`src/rtl/can_bit_destuff_if.sv`:
```
// rtl/can_bit_destuff_if.sv - sample-point and de-stuff status bundle around the CAN bit de-stuffer
// master: bit timing / protocol FSM side; slave: the de-stuffer.
interface can_bit_destuff_if #(
  parameter int CNT_W = 3
);
  logic             sample_point_i;
  logic             sampled_bit_i;
  logic             stuff_en_i;
  logic             fixed_start_i;
  logic             bit_de_stuff_o;
  logic             stuff_err_o;
  logic [CNT_W-1:0] stuff_cnt_o;
  logic [CNT_W-1:0] stuff_cnt_gray_o;
  logic             stuff_parity_o;

  modport master (
    output sample_point_i, sampled_bit_i, stuff_en_i, fixed_start_i,
    input  bit_de_stuff_o, stuff_err_o, stuff_cnt_o, stuff_cnt_gray_o, stuff_parity_o
  );

  modport slave (
    input  sample_point_i, sampled_bit_i, stuff_en_i, fixed_start_i,
    output bit_de_stuff_o, stuff_err_o, stuff_cnt_o, stuff_cnt_gray_o, stuff_parity_o
  );
endinterface

```
`src/rtl/can_bit_destuff.sv`:
```
// rtl/can_bit_destuff.sv - CAN bit de-stuffer: stuff-bit flag, stuff errors, modulo stuff count
// Defining CAN_DESTUFF_FIXED_EN adds the FD fixed-stuffing state used across the CRC field.
module can_bit_destuff #(
  parameter int RUN_LEN      = 5,
  parameter int FIXED_PERIOD = 4,
  parameter int CNT_W        = 3
) (
  input logic              clk_i,
  input logic              rst_i,
  can_bit_destuff_if.slave bus
);
  localparam int RUN_W = $clog2(RUN_LEN + 1);

  typedef enum logic [1:0] {
    DS_IDLE  = 2'd0,
`ifdef CAN_DESTUFF_FIXED_EN
    DS_FIXED = 2'd2,
`endif
    DS_DYN   = 2'd1
  } ds_state_e;

  ds_state_e        state, state_nxt;
  logic             prev_bit, prev_nxt;
  logic [RUN_W-1:0] run_cnt, run_nxt;
  logic             flag, flag_nxt;
  logic             err, err_nxt;
  logic [CNT_W-1:0] cnt, cnt_nxt;

  logic sp, en, b;
  assign sp = bus.sample_point_i;
  assign en = bus.stuff_en_i;
  assign b  = bus.sampled_bit_i;

`ifdef CAN_DESTUFF_FIXED_EN
  localparam int FIX_W = $clog2(FIXED_PERIOD + 1);
  logic [FIX_W-1:0] fix_cnt, fix_nxt;

  always_ff @(posedge clk_i or posedge rst_i) begin
    if (rst_i) fix_cnt <= '0;
    else       fix_cnt <= fix_nxt;
  end
`else
  logic unused_fixed_start;
  assign unused_fixed_start = bus.fixed_start_i;
`endif

  always_ff @(posedge clk_i or posedge rst_i) begin
    if (rst_i) begin
      state    <= DS_IDLE;
      prev_bit <= 1'b0;
      run_cnt  <= '0;
      flag     <= 1'b0;
      err      <= 1'b0;
      cnt      <= '0;
    end else begin
      state    <= state_nxt;
      prev_bit <= prev_nxt;
      run_cnt  <= run_nxt;
      flag     <= flag_nxt;
      err      <= err_nxt;
      cnt      <= cnt_nxt;
    end
  end

  // Dropping stuff_en wins over any sample point arriving on the same edge.
  always_comb begin
    state_nxt = state;
    if (!en) begin
      state_nxt = DS_IDLE;
    end else if (sp) begin
      case (state)
        DS_IDLE: if (!b) state_nxt = DS_DYN;
        DS_DYN: begin
`ifdef CAN_DESTUFF_FIXED_EN
          if (bus.fixed_start_i) state_nxt = DS_FIXED;
`endif
        end
        default: ;
      endcase
    end
  end

  always_comb begin
    prev_nxt = prev_bit;
    run_nxt  = run_cnt;
    flag_nxt = flag;
    err_nxt  = 1'b0;
    cnt_nxt  = cnt;
`ifdef CAN_DESTUFF_FIXED_EN
    fix_nxt  = fix_cnt;
`endif
    if (!en) begin
      flag_nxt = 1'b0;
      run_nxt  = '0;
`ifdef CAN_DESTUFF_FIXED_EN
      fix_nxt  = '0;
`endif
    end else if (sp) begin
      case (state)
        DS_IDLE: begin
          if (!b) begin
            prev_nxt = 1'b0;
            run_nxt  = RUN_W'(1);
            cnt_nxt  = '0;
          end
        end
        DS_DYN: begin
          if (flag) begin
            err_nxt  = (b == prev_bit);
            run_nxt  = RUN_W'(1);
            cnt_nxt  = cnt + CNT_W'(1);
            flag_nxt = 1'b0;
          end else begin
            if (b != prev_bit)                     run_nxt = RUN_W'(1);
            else if (run_cnt < RUN_W'(RUN_LEN))    run_nxt = run_cnt + RUN_W'(1);
            flag_nxt = (run_nxt == RUN_W'(RUN_LEN));
          end
          prev_nxt = b;
`ifdef CAN_DESTUFF_FIXED_EN
          // The fixed stuff bit absorbs any pending dynamic stuff request uncounted.
          if (bus.fixed_start_i) begin
            flag_nxt = 1'b1;
            fix_nxt  = '0;
          end
`endif
        end
`ifdef CAN_DESTUFF_FIXED_EN
        DS_FIXED: begin
          if (flag) begin
            err_nxt  = (b == prev_bit);
            fix_nxt  = '0;
            flag_nxt = 1'b0;
          end else begin
            fix_nxt  = fix_cnt + FIX_W'(1);
            flag_nxt = (fix_nxt == FIX_W'(FIXED_PERIOD));
          end
          prev_nxt = b;
        end
`endif
        default: ;
      endcase
    end
  end

  assign bus.bit_de_stuff_o   = flag;
  assign bus.stuff_err_o      = err;
  assign bus.stuff_cnt_o      = cnt;
  assign bus.stuff_cnt_gray_o = cnt ^ (cnt >> 1);
  assign bus.stuff_parity_o   = ^bus.stuff_cnt_gray_o;
endmodule

```
`src/flat_wrapper.sv`:
```
// flat-port wrapper written by rule: the top's interface ports become plain ports
module can_bit_destuff_flat 
#(
  parameter int RUN_LEN      = 5,
  parameter int FIXED_PERIOD = 4,
  parameter int CNT_W        = 3
)
  (clk_i, rst_i, bus_sample_point_i, bus_sampled_bit_i, bus_stuff_en_i, bus_fixed_start_i, bus_bit_de_stuff_o, bus_stuff_err_o, bus_stuff_cnt_o, bus_stuff_cnt_gray_o, bus_stuff_parity_o);
  can_bit_destuff_if #(.CNT_W(CNT_W)) bus_i ();
  input logic clk_i;
  input logic rst_i;
  input wire logic [$bits(bus_i.sample_point_i)-1:0] bus_sample_point_i;
  input wire logic [$bits(bus_i.sampled_bit_i)-1:0] bus_sampled_bit_i;
  input wire logic [$bits(bus_i.stuff_en_i)-1:0] bus_stuff_en_i;
  input wire logic [$bits(bus_i.fixed_start_i)-1:0] bus_fixed_start_i;
  output wire logic [$bits(bus_i.bit_de_stuff_o)-1:0] bus_bit_de_stuff_o;
  output wire logic [$bits(bus_i.stuff_err_o)-1:0] bus_stuff_err_o;
  output wire logic [$bits(bus_i.stuff_cnt_o)-1:0] bus_stuff_cnt_o;
  output wire logic [$bits(bus_i.stuff_cnt_gray_o)-1:0] bus_stuff_cnt_gray_o;
  output wire logic [$bits(bus_i.stuff_parity_o)-1:0] bus_stuff_parity_o;
  assign bus_i.sample_point_i = bus_sample_point_i;
  assign bus_i.sampled_bit_i = bus_sampled_bit_i;
  assign bus_i.stuff_en_i = bus_stuff_en_i;
  assign bus_i.fixed_start_i = bus_fixed_start_i;
  assign bus_bit_de_stuff_o = bus_i.bit_de_stuff_o;
  assign bus_stuff_err_o = bus_i.stuff_err_o;
  assign bus_stuff_cnt_o = bus_i.stuff_cnt_o;
  assign bus_stuff_cnt_gray_o = bus_i.stuff_cnt_gray_o;
  assign bus_stuff_parity_o = bus_i.stuff_parity_o;
  can_bit_destuff #(.RUN_LEN(RUN_LEN), .FIXED_PERIOD(FIXED_PERIOD), .CNT_W(CNT_W)) u_core (.clk_i(clk_i), .rst_i(rst_i), .bus(bus_i));
endmodule
```
`config.mk`:
```
export PLATFORM = sky130hd
export DESIGN_NAME = can_bit_destuff_flat
export DESIGN_NICKNAME = d
export VERILOG_FILES = /design/src/rtl/can_bit_destuff_if.sv /design/src/rtl/can_bit_destuff.sv /design/src/flat_wrapper.sv
export SDC_FILE = /design/constraint.sdc
export NUM_CORES = 1
export LEC_CHECK = 0
export ABC_AREA = 1
export BUFFER_PORTS_ARGS = -buffer_cell sky130_fd_sc_hd__buf_2
export CORE_AREA = 2 2 55 57
export CTS_BUF_LIST = sky130_fd_sc_hd__clkbuf_4
export DETAILED_ROUTE_END_ITERATION = 7
export DIE_AREA = 0 0 57 59
export HOLD_SLACK_MARGIN = 0.03
export PLACE_DENSITY = 0.48
export SETUP_SLACK_MARGIN = 0.15
export SLEW_MARGIN = 5
export SYNTH_ARGS = -nofsm -noshare
export SYNTH_HDL_FRONTEND = slang
export SYNTH_SLANG_ARGS = --single-unit
```
`constraint.sdc`:
```
create_clock -name clk_i -period 3.1 [get_ports clk_i]
set_input_delay 0.155 -clock clk_i [delete_from_list [all_inputs] [get_ports clk_i]]
set_output_delay 0.155 -clock clk_i [all_outputs]
set_load 0.005 [all_outputs]
```
==> impl_results.rst, run 1 <==
.. list-table::
   :header-rows: 1

   * - Metric
     - Value
   * - Slew @ Worst Pin
     - between 300 and 400 ps
   * - Static power due to leakage
     - 0.449 nW
   * - Clock buffer count from CTS
     - 3
   * - List of most frequent post-synthesis cells
     - nand2_1 (31), dfrtp_1 (10), inv_1 (8), nand3_1 (6), nor2_1 (5)
   * - Dpl hpwl
     - between 900 and 1000 µm
   * - Cells along the critical path
     - ha_1, xnor2_1, xnor2_1, buf_2
   * - Effective utilization at floorplan
     - between 20 and 25%
   * - Power density relative to cell area
     - around 380 nW/µm²
   * - CTS tree
     - built
   * - Met3 routing resource usage after global routing
     - under 10%
   * - Main flop type after synthesis
     - dfrtp_1
   * - Number of instances in the synthesized netlist
     - 81
   * - Vias in the first global route
     - between 400 and 500
   * - Slowest CP cell
     - dfrtp_1
   * - Top Family by Delay on Critical Path
     - flip-flops
   * - Global-route met2 utilization
     - between 10 and 15%
   * - H-Tree Level Count
     - 1
   * - Fraction of registers with async set/reset
     - 100%
   * - Area share of the largest cell type after synthesis
     - between 40% and 50%
   * - Root buffer selected by CTS
     - clkbuf_4
   * - Placed instance count
     - around 120
   * - Achievable frequency
     - a little over 0.6 GHz
   * - Routability congestion estimate from global placement
     - between 0.7 and 0.8
   * - Global route hottest layer
     - met2
   * - Maximum number of pins on one net before global-route repair
     - 11
   * - Total core area
     - about 2700 µm²
   * - Register-to-register path setup slack
     - roughly 1800 ps
   * - Cell area after placement
     - 699 µm²
   * - DRC viols
     - 0
   * - Buffer levels on the longest clock path
     - 2
   * - Maximum VDD drop
     - ~210 µV
   * - Average wire per standard cell
     - 9.69 µm
   * - Top cell by count, worst path
     - xnor2_1
   * - Worst-path clk slew
     - around 60 ps
   * - Number of optimization iterations in the first detailed-route pass
     - 5
   * - Endpoint arrival time on the critical path
     - 1450 ps
   * - Max-Cap Viols
     - 0
   * - Number of placed I/O pins
     - 15
   * - Syn Std Cell Area
     - slightly above 600 µm²
   * - Post-synthesis cell type count
     - 17
   * - Average footprint of a synthesized cell
     - around 7.4 µm²
   * - Leading post-synthesis cells by cell area
     - dfrtp_1 (41%), nand2_1 (19%), nand3_1 (5.0%)
   * - Via density per instance
     - ~4
   * - Max transition margin
     - 74.0%
   * - Number of antenna cells inserted
     - 0
   * - Type of element capturing the critical path
     - primary output
   * - EDFF count, synth
     - 0
   * - Wire length of the first global-routing pass
     - slightly above 2000 µm
   * - Die Outline Area
     - around 3400 µm²
   * - Post-route cell area
     - about 740 µm²
   * - Count of placed standard cells in the final layout, fillers left out
     - around 130
   * - Vertical die dimension
     - slightly below 60 µm
   * - Run status
     - complete, no violations
   * - Combined global-route utilization of all metal layers
     - under 10%
   * - Number of max-slew violations in the final report
     - 0
   * - Number of failing hold endpoints at the final stage
     - 0
   * - Worst Path Class, Setup
     - reg2out
   * - Total number of nets in the final design
     - around 110
   * - RSZ-0062 raised after global routing
     - false
   * - Layout-stage area growth over the synthesis result
     - 22.0%
   * - Floorplan row count
     - 19
   * - Classification of the worst-slack hold path
     - in2reg
   * - CTS sink count
     - 10
   * - Layout cells sized above 1
     - a little under a quarter
   * - Number of setup violations in the final report
     - 0
   * - Setup Skew
     - 3.96 ps
   * - Count of state elements after synthesis
     - 10
   * - Final ANT Viol Nets
     - 0
   * - Number of filler instances in the final layout
     - roughly 320
   * - Postcts setup bufs
     - 0
   * - Dominant cell by count in the synthesized netlist
     - nand2_1
   * - DR iter-0 viols
     - 9
   * - Routed WL
     - 1250 µm
   * - Yosys warnings
     - 0
   * - Number of nets in the synthesized netlist
     - 89
   * - Req. time, crit path
     - approximately 2900 ps
   * - Peak per-stage delay on the critical path
     - a little over 400 ps
   * - Minimum clock period
     - around 1600 ps
   * - Initial antenna violation count
     - 0
   * - Crit path max fanout
     - 4
   * - Count of buffers inserted at the top-level ports
     - 13
   * - Library cell occupying the most area in the post-synthesis netlist
     - dfrtp_1
   * - Total number of vias
     - 530
   * - Total negative setup slack
     - 0 ps
   * - Period utilization
     - around half
   * - GRT overflow
     - 0
   * - Kind of start point of the critical path
     - flop
   * - Post-synthesis sequential area ratio
     - around 41%
   * - Skew-Pair Late Insertion Delay
     - around 260 ps
   * - Overall power after layout
     - 0.000277 W
   * - Global-route track usage on met1
     - 10.2%
   * - Number of buffers and inverters on the critical path
     - 1
   * - Die extent in x
     - roughly 57 µm
[worst paths after layout]
check / from / to / cells past startpoint
max: u_core.bus.stuff_cnt_o[0] / bus_stuff_parity_o / 4
min: bus_stuff_en_i / u_core.state[0] / 3
max reg2reg: u_core.run_cnt[0] / u_core.bus.bit_de_stuff_o / 6
max in group asynchronous: rst_i / u_core.bus.bit_de_stuff_o / 3
min reg2reg: u_core.bus.stuff_cnt_o[0] / u_core.bus.stuff_cnt_o[0] / 1
min in group asynchronous: rst_i / u_core.bus.stuff_err_o / 3
[placed cells by master, fill, tap and decap left out, drive strengths merged]
master | synthesis | layout
or2 | 1 | 1
ha | 2 | 2
clkbuf | 0 | 3
clkinv | 0 | 1
dfrtp | 10 | 10
dlygate4sd3 | 0 | 1
xor2 | 2 | 2
xnor2 | 2 | 2
buf | 1 | 13
nand2 | 31 | 31
a21oi | 1 | 1
o211ai | 1 | 1
inv | 11 | 11
nor2 | 6 | 6
o21ai | 5 | 5
nand3 | 8 | 8
[kinds of logic (layout without fill, tap and decap cells)]
family | count (synthesis) | after routing | share of synthesized area (%)
AND/OR/NAND/NOR | 46 | 46 | 33.6
XOR/XNOR | 4 | 4 | 5.81
AO/OA/AOI/OAI | 7 | 7 | 6.85
adder cells (fa/ha/maj) | 2 | 2 | 4.15
flip-flops | 10 | 10 | 41.5
buffers and inverters | 12 | 29 | 8.09
[power breakdown]
part / total, W / switching [W] / internal (W) / leakage, nW
registers: 0.000144 / 0.00000764 / 0.000136 / 0.136
clock network: 0.0000889 / 0.0000424 / 0.0000464 / 0.0154
logic: 0.0000441 / 0.0000285 / 0.0000156 / 0.297
total: 0.000277 / 0.0000786 / 0.000198 / 0.449
[cell type report]
class	count	area, µm²	share of cell area (%)
multi-input cells	59	304	41.3
flip-flops and latches	10	250	34.0
repair buffers	14	75.1	10.2
inverters	11	41.3	5.61
well taps	31	38.8	5.27
clock buffers	3	22.5	3.06
clock inverters	1	3.75	0.510
[per-layer routing]
metal / vias up / part of all wire, %
met4: 0 / 0
met2: 9 / 46
met5: - / 0
li1: 284 / -
met3: 0 / 5.9
met1: 237 / 48
[flip-flops by register name (all words and copies together) (netlist names)]
register and cells:
u_core.prev_bit 1, u_core.run_cnt 3, u_core.state 1, u_core.bus.bit_de_stuff_o 1, u_core.bus.stuff_cnt_o 3, u_core.bus.stuff_err_o 1
[repair_timing]
action | CTS | global route
gates resized for setup | 0 | 0
endpoints found under the hold margin | 10 | 0
hold buffers | 1 | 0
[tightest hold or removal path, delay by kind of cell]
| kind | cells | cell delay [ps] |
|---|---|---|
| buffers and inverters | 1 | 150 |
| and+or+nand+nor | 2 | 130 |
[per-stage QoR]
stage / hold slack [ps] / setup slack, ps / utilization, %
6_report: 208 / 1490 / 27.1
4_1_cts: 204 / 1470 / 27.1
3_3_place_gp: 151 / 1780 / 25.8
3_5_place_dp: 157 / 1770 / 25.8
2_1_floorplan: -4.82 / 1870 / -
5_1_grt: 214 / 1370 / 27.1
No activity file was read; power rests on OpenSTA's default activity.
==> run 2, diff against run 1 <==
Settings changed: ABC_AREA 1 to 0, CORE_AREA 2 2 55 57 to 2 2 57 59, DIE_AREA 0 0 57 59 to 0 0 59 61, PLACE_DENSITY 0.48 to 0.49.
Clock period 3.1 ns to 1.3 ns, I/O delays scaled along.
==> run 2 against run 1 <==
  * The run now ends with setup timing left
  * Hold slack worse by 70 ps
  * First-iteration DRC count fell by 11%
  * Sequential share of layout area fell by 6.4 points
  * Utilization rose by 4.0 points
  * Cell area rose by 25%
  * Wire length up 31%
  * Critical path depth is the same
  * Total power rose to 2.6 times the previous value
  * Sequential cell count unchanged
  * Register-to-register slack worse by 1900 ps
  * Synthesized area increased by 10%
==> impl_results.rst, run 2 <==
.. list-table::
   :header-rows: 1

   * - Metric
     - Value
   * - Number of max-slew violations in the final report
     - 0 (unchanged)
   * - Area share of the largest cell type after synthesis
     - 37.6% (-3.9 points)
   * - Library cell occupying the most area in the post-synthesis netlist
     - dfrtp_1
   * - Smallest setup slack after layout
     - -73.3 ps (-1570 ps)
   * - Cell area after placement
     - 791 µm² (+13%)
   * - Skew-Pair Late Insertion Delay
     - 270 ps (about the same)
   * - Number of setup violations in the final report
     - 2 (+2)
   * - Total number of nets in the final design
     - 97 (-9.3%)
   * - Static power due to leakage
     - 0.450 nW (+0.42%)
   * - Maximum number of pins on one net before global-route repair
     - 12 (+1)
   * - DRC viols
     - 0 (unchanged)
   * - Kind of start point of the critical path
     - flop
   * - Effective utilization at floorplan
     - 22.5% (+0.29 points)
   * - GRT overflow
     - 0 (unchanged)
   * - Top Family by Delay on Critical Path
     - flip-flops
   * - Crit path max fanout
     - 2 (-2)
   * - Average wire per standard cell
     - 13.5 µm (+39%)
   * - Vias in the first global route
     - 579 (+22%)
   * - Count of state elements after synthesis
     - 10 (unchanged)
   * - Dominant cell by count in the synthesized netlist
     - dfrtp_1
   * - Type of element capturing the critical path
     - flop
   * - Achievable frequency
     - between 0.7 and 0.8 GHz
   * - Cells along the critical path
     - ha_1, or2b_1, a31o_1, a32o_1
   * - Yosys warnings
     - 0 (unchanged)
   * - Clock buffer count from CTS
     - 3 (unchanged)
   * - Total negative setup slack
     - -99.3 ps (-99.3 ps)
   * - Syn Std Cell Area
     - 666 µm² (+10%)
   * - Root buffer selected by CTS
     - clkbuf_4
   * - Final ANT Viol Nets
     - 0 (unchanged)
   * - Number of antenna cells inserted
     - 0 (unchanged)
   * - DR iter-0 viols
     - 8 (-1)
   * - Layout-stage area growth over the synthesis result
     - 38.0%
   * - Classification of the worst-slack hold path
     - in2reg
   * - Via density per instance
     - 4.80 (+17%)
   * - Run status
     - finished with violations
   * - Floorplan row count
     - 20 (+1)
   * - RSZ-0062 raised after global routing
     - true
   * - Worst Path Class, Setup
     - reg2reg
   * - Die extent in x
     - 59 µm (+3.5%)
   * - Count of buffers inserted at the top-level ports
     - 13 (unchanged)
   * - Number of placed I/O pins
     - 15 (unchanged)
   * - Post-route cell area
     - 918 µm² (+25%)
   * - EDFF count, synth
     - 0 (unchanged)
   * - Max-Cap Viols
     - 0 (unchanged)
   * - Post-synthesis cell type count
     - 35 (+18)
   * - Fraction of registers with async set/reset
     - 100% (unchanged)
   * - Power density relative to cell area
     - 784 nW/µm² (+110%)
   * - Slew @ Worst Pin
     - 444 ps (+53.7 ps)
   * - Top library cells by usage in the layout, fill and taps aside
     - buf_2 (12), dfrtp_1 (7), buf_6 (6), buf_4 (6)
   * - Minimum clock period
     - 1370 ps
   * - Routed WL
     - 1630 µm (+31%)
   * - Layout cells sized above 1
     - 52.3% (+29 points)
   * - Failing checks
     - setup timing
   * - Slowest CP cell
     - dfrtp_1
   * - Dpl hpwl
     - 1090 µm (+9.4%)
   * - Endpoint arrival time on the critical path
     - 1530 ps (+80 ps)
   * - Initial antenna violation count
     - 0 (unchanged)
   * - Setup Skew
     - 12.0 ps (+8.07 ps)
   * - Die Outline Area
     - 3600 µm² (+7.0%)
   * - Req. time, crit path
     - 1450 ps (-1490 ps)
   * - Total core area
     - 2950 µm² (+9.0%)
   * - Number of nets in the synthesized netlist
     - 71 (-20%)
   * - Post-synthesis sequential area ratio
     - 37.6% (-3.9 points)
   * - Period utilization
     - 106%
   * - Number of optimization iterations in the first detailed-route pass
     - 4 (-1)
   * - Main flop type after synthesis
     - dfrtp_1
   * - Total number of vias
     - 581 (+9.6%)
   * - Peak per-stage delay on the critical path
     - 390 ps (-20 ps)
   * - CTS sink count
     - 10 (unchanged)
   * - Average footprint of a synthesized cell
     - 10.6 µm² (+42%)
   * - Wire length of the first global-routing pass
     - 2700 µm (+30%)
   * - Maximum VDD drop
     - 272 µV (+29%)
   * - Buffer levels on the longest clock path
     - 2 (unchanged)
   * - Number of instances in the synthesized netlist
     - 63 (-22%)
   * - Worst-path clk slew
     - 80 ps (+20 ps)
   * - Combined global-route utilization of all metal layers
     - 10.3% (+2.2 points)
   * - Most frequent standard cell in the layout excluding fill and tap cells
     - buf_2
   * - Number of failing hold endpoints at the final stage
     - 0 (unchanged)
   * - Vertical die dimension
     - 61 µm (+3.4%)
   * - Leading post-synthesis cells by cell area
     - dfrtp_1 (38%), a22o_2 (4.5%), xor2_1 (3.9%)
   * - CTS tree
     - built
   * - List of most frequent post-synthesis cells
     - dfrtp_1 (10), inv_1 (5), a22o_2 (3), nand2_1 (3), xor2_1 (3)
   * - Routability congestion estimate from global placement
     - 0.682 (-12%)
   * - H-Tree Level Count
     - 1 (unchanged)
   * - Number of buffers and inverters on the critical path
     - 0 (-1)
   * - Max transition margin
     - 70.4% (-3.6 points)
[run 2: changes by cell type in the layout (fill, tap and decap cells not counted), moves of 3 or more]
cell / delta
nand3_1: -4
a22o_2: +3
nand2_1: -28
o21ai_1: -3
inv_1: -5
nor2_1: -4
dfrtp_1: -3
buf_4: +6
dfrtp_2: +3
buf_6: +6
[run 2: final cells by class]
cell class                 count  area, µm²
clock buffer                   3       22.5
clock inverter                 1       3.75
fill                         330       2030
inverter                       5       21.3
multi-input combinational     44        393
sequential                    10        254
tap                           33       41.3
timing repair buffer          25        183
[run 2: power breakdown]
group	internal [W]	leakage [nW]	switching, W	total (W)
combinational	0.0000705	0.304	0.0000798	0.000150
clock	0.000111	0.0154	0.000123	0.000234
sequential	0.000323	0.131	0.0000119	0.000335
[run 2: final timing paths]
check / slack [ps] / to / startpoint / depth (start not counted)
max: -70 / u_core.bus.bit_de_stuff_o / u_core.run_cnt[1] / 4
min: 140 / u_core.prev_bit / bus_stuff_en_i / 2
max reg2reg: -70 / u_core.bus.bit_de_stuff_o / u_core.run_cnt[1] / 4
min reg2reg: 580 / u_core.run_cnt[2] / u_core.run_cnt[2] / 1
max in group asynchronous: 620 / u_core.run_cnt[2] / rst_i / 3
min in group asynchronous: 330 / u_core.state[0] / rst_i / 3
[run 2: through the flow]
step           util (%)  power (W)  worst slack [ps]  hold WS [ps]  std cells
6_report           31.1   0.000720             -73.3           138        121
5_1_grt            31.1   0.000755              -100           152        121
4_1_cts            29.5   0.000716              -100           124        119
3_5_place_dp       26.8   0.000472             -88.9           103        111
3_3_place_gp       26.8   0.000470             -77.5          82.4        111
2_1_floorplan         -   0.000432             -92.9         -94.8         63
[run 2: what timing repair did]
item	4_1_cts	5_1_grt
hold buffers	1	0
pin swaps	3	8
endpoints found under the hold margin	10	0
endpoints found under the setup margin	10	10
resized for setup	7	8
buffers inserted	3	2
[run 2: layer usage]
layer	up-vias	global-route usage (%)	wire, µm
li1	282	-	-
met1	290	12.5	706
met2	7	17.0	861
met3	2	1.28	34
met4	0	6.82	30
met5	-	0	0
[run 2: cells by family after synthesis]
logic type      after synthesis  share of synthesized area, %
fa+ha+maj                     2                          3.76
xor+xnor                      3                          3.95
compound gates               21                          24.6
mux                           1                          1.50
buf+inv                       9                          9.40
flops                        10                          37.6
simple gates                 17                          19.2
